File: src/rtl/mem_access_unit.sv
// mem_access_unit: MEM-stage load/store controller driving a req/ack data bus
module mem_access_unit #(
   parameter int TIMEOUT   = 255,
   parameter int TIMEOUT_W = 8
) (
   input  logic        clk,
   input  logic        reset,
   input  logic        exmem_mem_r,
   input  logic        exmem_mem_w,
   input  logic [2:0]  exmem_mem_type,
   input  logic [31:0] exmem_addr,
   input  logic [31:0] exmem_rt_data,
   input  logic        dbus_ack,
   input  logic [31:0] dbus_rdata,
   output logic        dbus_req,
   output logic        dbus_we,
   output logic [31:0] dbus_addr,
   output logic [31:0] dbus_wdata,
   output logic [3:0]  dbus_be,
   output logic [31:0] mem_data,
   output logic        mem_stall,
   output logic        addr_err,
   output logic        bus_err
);
   localparam logic [1:0] IDLE = 2'd0, REQ = 2'd1, DONE = 2'd2;
   logic [1:0]           state;
   logic [TIMEOUT_W-1:0] count;
   logic                 ld;
   logic [2:0]           ld_type;
   logic [1:0]           ld_off;
   logic                 is_byte, is_half, access;
   logic [3:0]           be;
   logic [31:0]          wdata, rdata_fmt;
   logic [7:0]           rbyte;
   logic [15:0]          rhalf;
   always_comb begin
      is_byte   = exmem_mem_type[1:0] == 2'b00;
      is_half   = exmem_mem_type[1:0] == 2'b01;
      addr_err  = (exmem_mem_r | exmem_mem_w) & (is_half ? exmem_addr[0] : !is_byte & |exmem_addr[1:0]);
      access    = (exmem_mem_r | exmem_mem_w) & !addr_err;
      mem_stall = state == REQ || (state == IDLE && access);
      be        = is_byte ? 4'b0001 << exmem_addr[1:0] : is_half ? (exmem_addr[1] ? 4'b1100 : 4'b0011) : 4'b1111;
      wdata     = is_byte ? {4{exmem_rt_data[7:0]}} : is_half ? {2{exmem_rt_data[15:0]}} : exmem_rt_data;
      rbyte     = dbus_rdata[{ld_off, 3'b000} +: 8];
      rhalf     = dbus_rdata[{ld_off[1], 4'b0000} +: 16];
      // type bit 2 selects zero extension for byte/half loads
      rdata_fmt = ld_type[1:0] == 2'b00 ? {{24{!ld_type[2] & rbyte[7]}}, rbyte} :
                  ld_type[1:0] == 2'b01 ? {{16{!ld_type[2] & rhalf[15]}}, rhalf} : dbus_rdata;
   end
   always_ff @(posedge clk) begin
      if (reset) begin
         state      <= IDLE;
         count      <= '0;
         ld         <= 1'b0;
         ld_type    <= 3'b000;
         ld_off     <= 2'b00;
         dbus_req   <= 1'b0;
         dbus_we    <= 1'b0;
         dbus_addr  <= '0;
         dbus_wdata <= '0;
         dbus_be    <= 4'b0000;
         mem_data   <= '0;
         bus_err    <= 1'b0;
      end else begin
         bus_err <= 1'b0;
         case (state)
            IDLE: if (access) begin
               state      <= REQ;
               count      <= '0;
               dbus_req   <= 1'b1;
               dbus_we    <= exmem_mem_w;
               dbus_addr  <= {exmem_addr[31:2], 2'b00};
               dbus_be    <= be;
               dbus_wdata <= wdata;
               ld         <= exmem_mem_r & !exmem_mem_w;
               ld_type    <= exmem_mem_type;
               ld_off     <= exmem_addr[1:0];
            end
            REQ: if (dbus_ack) begin
               if (ld) mem_data <= rdata_fmt;
               dbus_req <= 1'b0;
               state    <= DONE;
            end else if (count == TIMEOUT_W'(TIMEOUT)) begin
               if (ld) mem_data <= '0;
               bus_err  <= 1'b1;
               dbus_req <= 1'b0;
               state    <= DONE;
            end else begin
               count <= count + 1'b1;
            end
            default: state <= IDLE;
         endcase
      end
   end
endmodule

File: config.mk
export PLATFORM = sky130hd
export DESIGN_NAME = mem_access_unit
export DESIGN_NICKNAME = d
export VERILOG_FILES = /design/src/rtl/mem_access_unit.sv
export SDC_FILE = /design/constraint.sdc
export NUM_CORES = 1
export LEC_CHECK = 0
export ABC_AREA = 1
export BUFFER_PORTS_ARGS = -buffer_cell sky130_fd_sc_hd__buf_2
export CELL_PAD_IN_SITES_DETAIL_PLACEMENT = 2
export CELL_PAD_IN_SITES_GLOBAL_PLACEMENT = 2
export CORE_ASPECT_RATIO = 2
export CORE_MARGIN = 1.5
export CORE_UTILIZATION = 26
export CTS_BUF_LIST = sky130_fd_sc_hd__clkbuf_8 sky130_fd_sc_hd__clkbuf_16
export CTS_CLUSTER_SIZE = 40
export DETAILED_ROUTE_END_ITERATION = 6
export MAX_ROUTING_LAYER = met4
export PLACE_DENSITY_LB_ADDON = 0.1
export SETUP_SLACK_MARGIN = 0.05
export SLEW_MARGIN = 40
export SYNTH_ARGS = -nofsm -noshare
export SYNTH_HDL_FRONTEND = slang
export SYNTH_SLANG_ARGS = --single-unit
File: constraint.sdc
create_clock -name clk -period 1.9 [get_ports clk]
set_input_delay 0.19 -clock clk [delete_from_list [all_inputs] [get_ports clk]]
set_output_delay 0.19 -clock clk [all_outputs]
set_load 0.01 [all_outputs]
==> results.md <==
* Startpoint Class: flop
* Fmax at 593 MHz
* Dpl hpwl at 18,400 µm
* Initial antenna violation count at 1
* Mapped Cells at 846
* Synthesized cell area at 5710 µm²
* R2r startpoint: count[0]
* Critical path fanouts, max at 18
* Critical Path End Type: flop
* Max cap viols at 0
* Vias at 6,337
* Cts hold-fix bufs at 0
* Crit path kind: reg -> reg
* Reg-to-reg setup timing slack at 210 ps
* DR WL/cell at 17.6 µm
* Clock sink count at 117
* Comb pwr share at 19.8%
* Starting density of the core at 26.5%
* Hold slack at 17.6 ps
* Hold EP: dbus_addr[11]
* Fill cells at 2,687
* Synth unique cells at 36
* Core Region at 21,600 µm²
* Status: finished, final reports clean
* Endpoints failing hold at 0
* Critical Path AT at 2000 ps
* Post-layout util at 35.6%
* Fin crit share at 88.8%
* RSZ-0062 raised after global routing: no
* Post-layout minimum cycle time at 1690 ps
* Synth Register Bits at 117
* Antenna-violating nets left at 0
* Peak supply drop at 0.488 mV
* # IOs at 209
* Area delta synth->final at 34.6%
* Die H at 213 µm
* First-pass GRT wire length at 36,400 µm
* Clock skew at 11.0 ps
* Switching share of power at 29.9%
* Vias in the first global route at 6,989
* CTS clk-pin slew, worst paths at 60 ps
* Multi-input gate area at 2820 µm²
* Grt ovf at 0
* Drt via density at 4.74
* Switch Pwr at 2.22 mW
* Setup_tns at 0 ps
* Synthesis Warnings at 0
* Gp weighted congestion at 0.785
* RR Endpoint: mem_data[6]
* Required time worst endpoint at 2210 ps
* Gr usage total at 21.8%
* Hold depth at 3
* Reg2Reg Depth at 11
* Worst-Skew Late Latency at 430 ps
* H-tree depth at 4
* WL final at 23,500 µm
* Mapped Avg Cell Area at 6.75 µm²
* Hold Startpoint: exmem_addr[11]
* Largest net degree at the start of global routing at 56
* Clock buffer depth at 2
* Final Instance Area at 7690 µm²
* Register area share after synthesis at 41.0%
* Cell Pwr Density at 964 nW/µm²
* Pint at 5.20 mW
* Slew Viols, Final at 0
* CTS Buf Count at 17
* Initial DRC count at 160
* FF+latch area at 2340 µm²
* Die width at 108 µm
* CTS tree: built
* Root buffer cell: clkbuf_16
* Port bufs at 206
* Drt first pass iters at 4
* Sequential fraction of design power at 37.1%
* Pleak at 4.01 nW
* Min-Delay Path Class: in -> reg
* Site row count at 76
* Die footprint at 22,900 µm²
* Final nets at 1,154
* Setup-failing EPs final at 0
* Clock share of power at 43.2%
* DRC Markers at 0
* DP Area at 7080 µm²
* Layout cells sized above 1 at 28.6%
==> registers in the layout, summed over array words and instances (netlist names) <==
| signal | count |
|---|---|
| dbus_req | 1 |
| ld | 1 |
| dbus_be | 4 |
| count | 8 |
| dbus_we | 1 |
| dbus_addr | 30 |
| ld_type | 3 |
| state | 2 |
| bus_err | 1 |
| ld_off | 2 |
| mem_data | 32 |
| dbus_wdata | 32 |
==> layout make-up <==
cell class                 count  area share, %
antenna                        2         0.0651
clock buffer                  20           6.07
clock inverter                12           1.46
inverter                      64           3.22
multi-input combinational    609           36.6
sequential                   117           30.5
tap                          273           4.44
timing repair buffer         240           17.6
==> layer usage <==
layer  share of wire, %  vias up  GRT usage (%)
li1                   -     3114              -
met1                 34     3027           18.9
met2                 58      163           43.2
met3                4.8       33           5.33
met4                3.0        0           9.03
met5                  0        -              -
==> repair_timing <==
item                       CTS  global route
resized for setup            0             3
setup endpoints to repair    0             9
buffers inserted             0             2
==> power by group through the flow <==
stage,Combinational [mW],Sequential (mW),Clock (mW)
finish,1.46,2.75,3.20
floorplan,0.768,2.86,0
detailed placement,1.49,2.80,0
global placement,1.47,2.80,0
global route,1.64,2.77,3.40
CTS,1.50,2.75,3.30
==> logic make-up after synthesis <==
logic type / after synthesis / synth area share (%)
fa+ha+maj: 1 / 0.219
buf+inv: 121 / 9.83
compound gates: 164 / 16.2
other cells: 1 / 0.0656
flops: 117 / 41.0
simple gates: 442 / 32.7
==> worst max path at each step <==
stage	from	slack, ps	to	cells past startpoint
6_report	count[0]	210	mem_data[6]	11
5_1_grt	count[1]	70	mem_data[3]	11
4_1_cts	state[1]	80	mem_stall	5
3_5_place_dp	count[0]	130	mem_data[20]	10
3_3_place_gp	count[1]	240	mem_data[12]	10
2_1_floorplan	count[0]	460	mem_data[12]	9
==> per-stage QoR <==
stage          setup WS, ps  total power, mW  instances
3_3_place_gp            242             4.27       1301
5_1_grt                71.8             7.81       1336
4_1_cts                84.8             7.56       1333
3_5_place_dp            134             4.30       1301
2_1_floorplan           456             3.63        847
6_report                213             7.41       1337
==> cells in the mapped netlist (all sizes together) <==
cell type    n  share of area [%]
a22oi        1               0.13
nand2      220                 15
clkinv       1              0.066
nor3b        1               0.13
and2         1               0.11
ha           1               0.22
a21oi       68                6.0
conb         1              0.066
o21ai       70                6.1
o211ai       3               0.39
o211a       15                2.6
or2          2               0.22
nor3         2               0.18
o21bai       4               0.53
clkbuf      17                1.1
buf         40                4.4
o31ai        2               0.26
inv         63                4.3
a211oi       1               0.13
nand3       78                7.1
nand4        1               0.11
dfxtp      117                 41
nor2       137                9.6
==> placed cells by master (no fill, tap or decap), drive strengths merged, types with 3 or more instances in the layout <==
cell type	instances
a21oi	68
buf	240
clkbuf	20
clkinv	7
dfxtp	117
inv	66
nand2	220
nand3	78
nor2	137
o211a	15
o211ai	3
o21ai	70
o21bai	4
==> critical path, stage by stage, from the launching register on <==
cell and delay, ps:
dfxtp_1 380, ha_1 200, nand2_1 110, nor2_2 150
nand2_2 110, nand2_2 100, nand3_4 80, inv_2 100
buf_6 180, nand2_1 80, inv_1 50, nor2_1 30
Note: power is estimated with default switching activity, not from simulation.
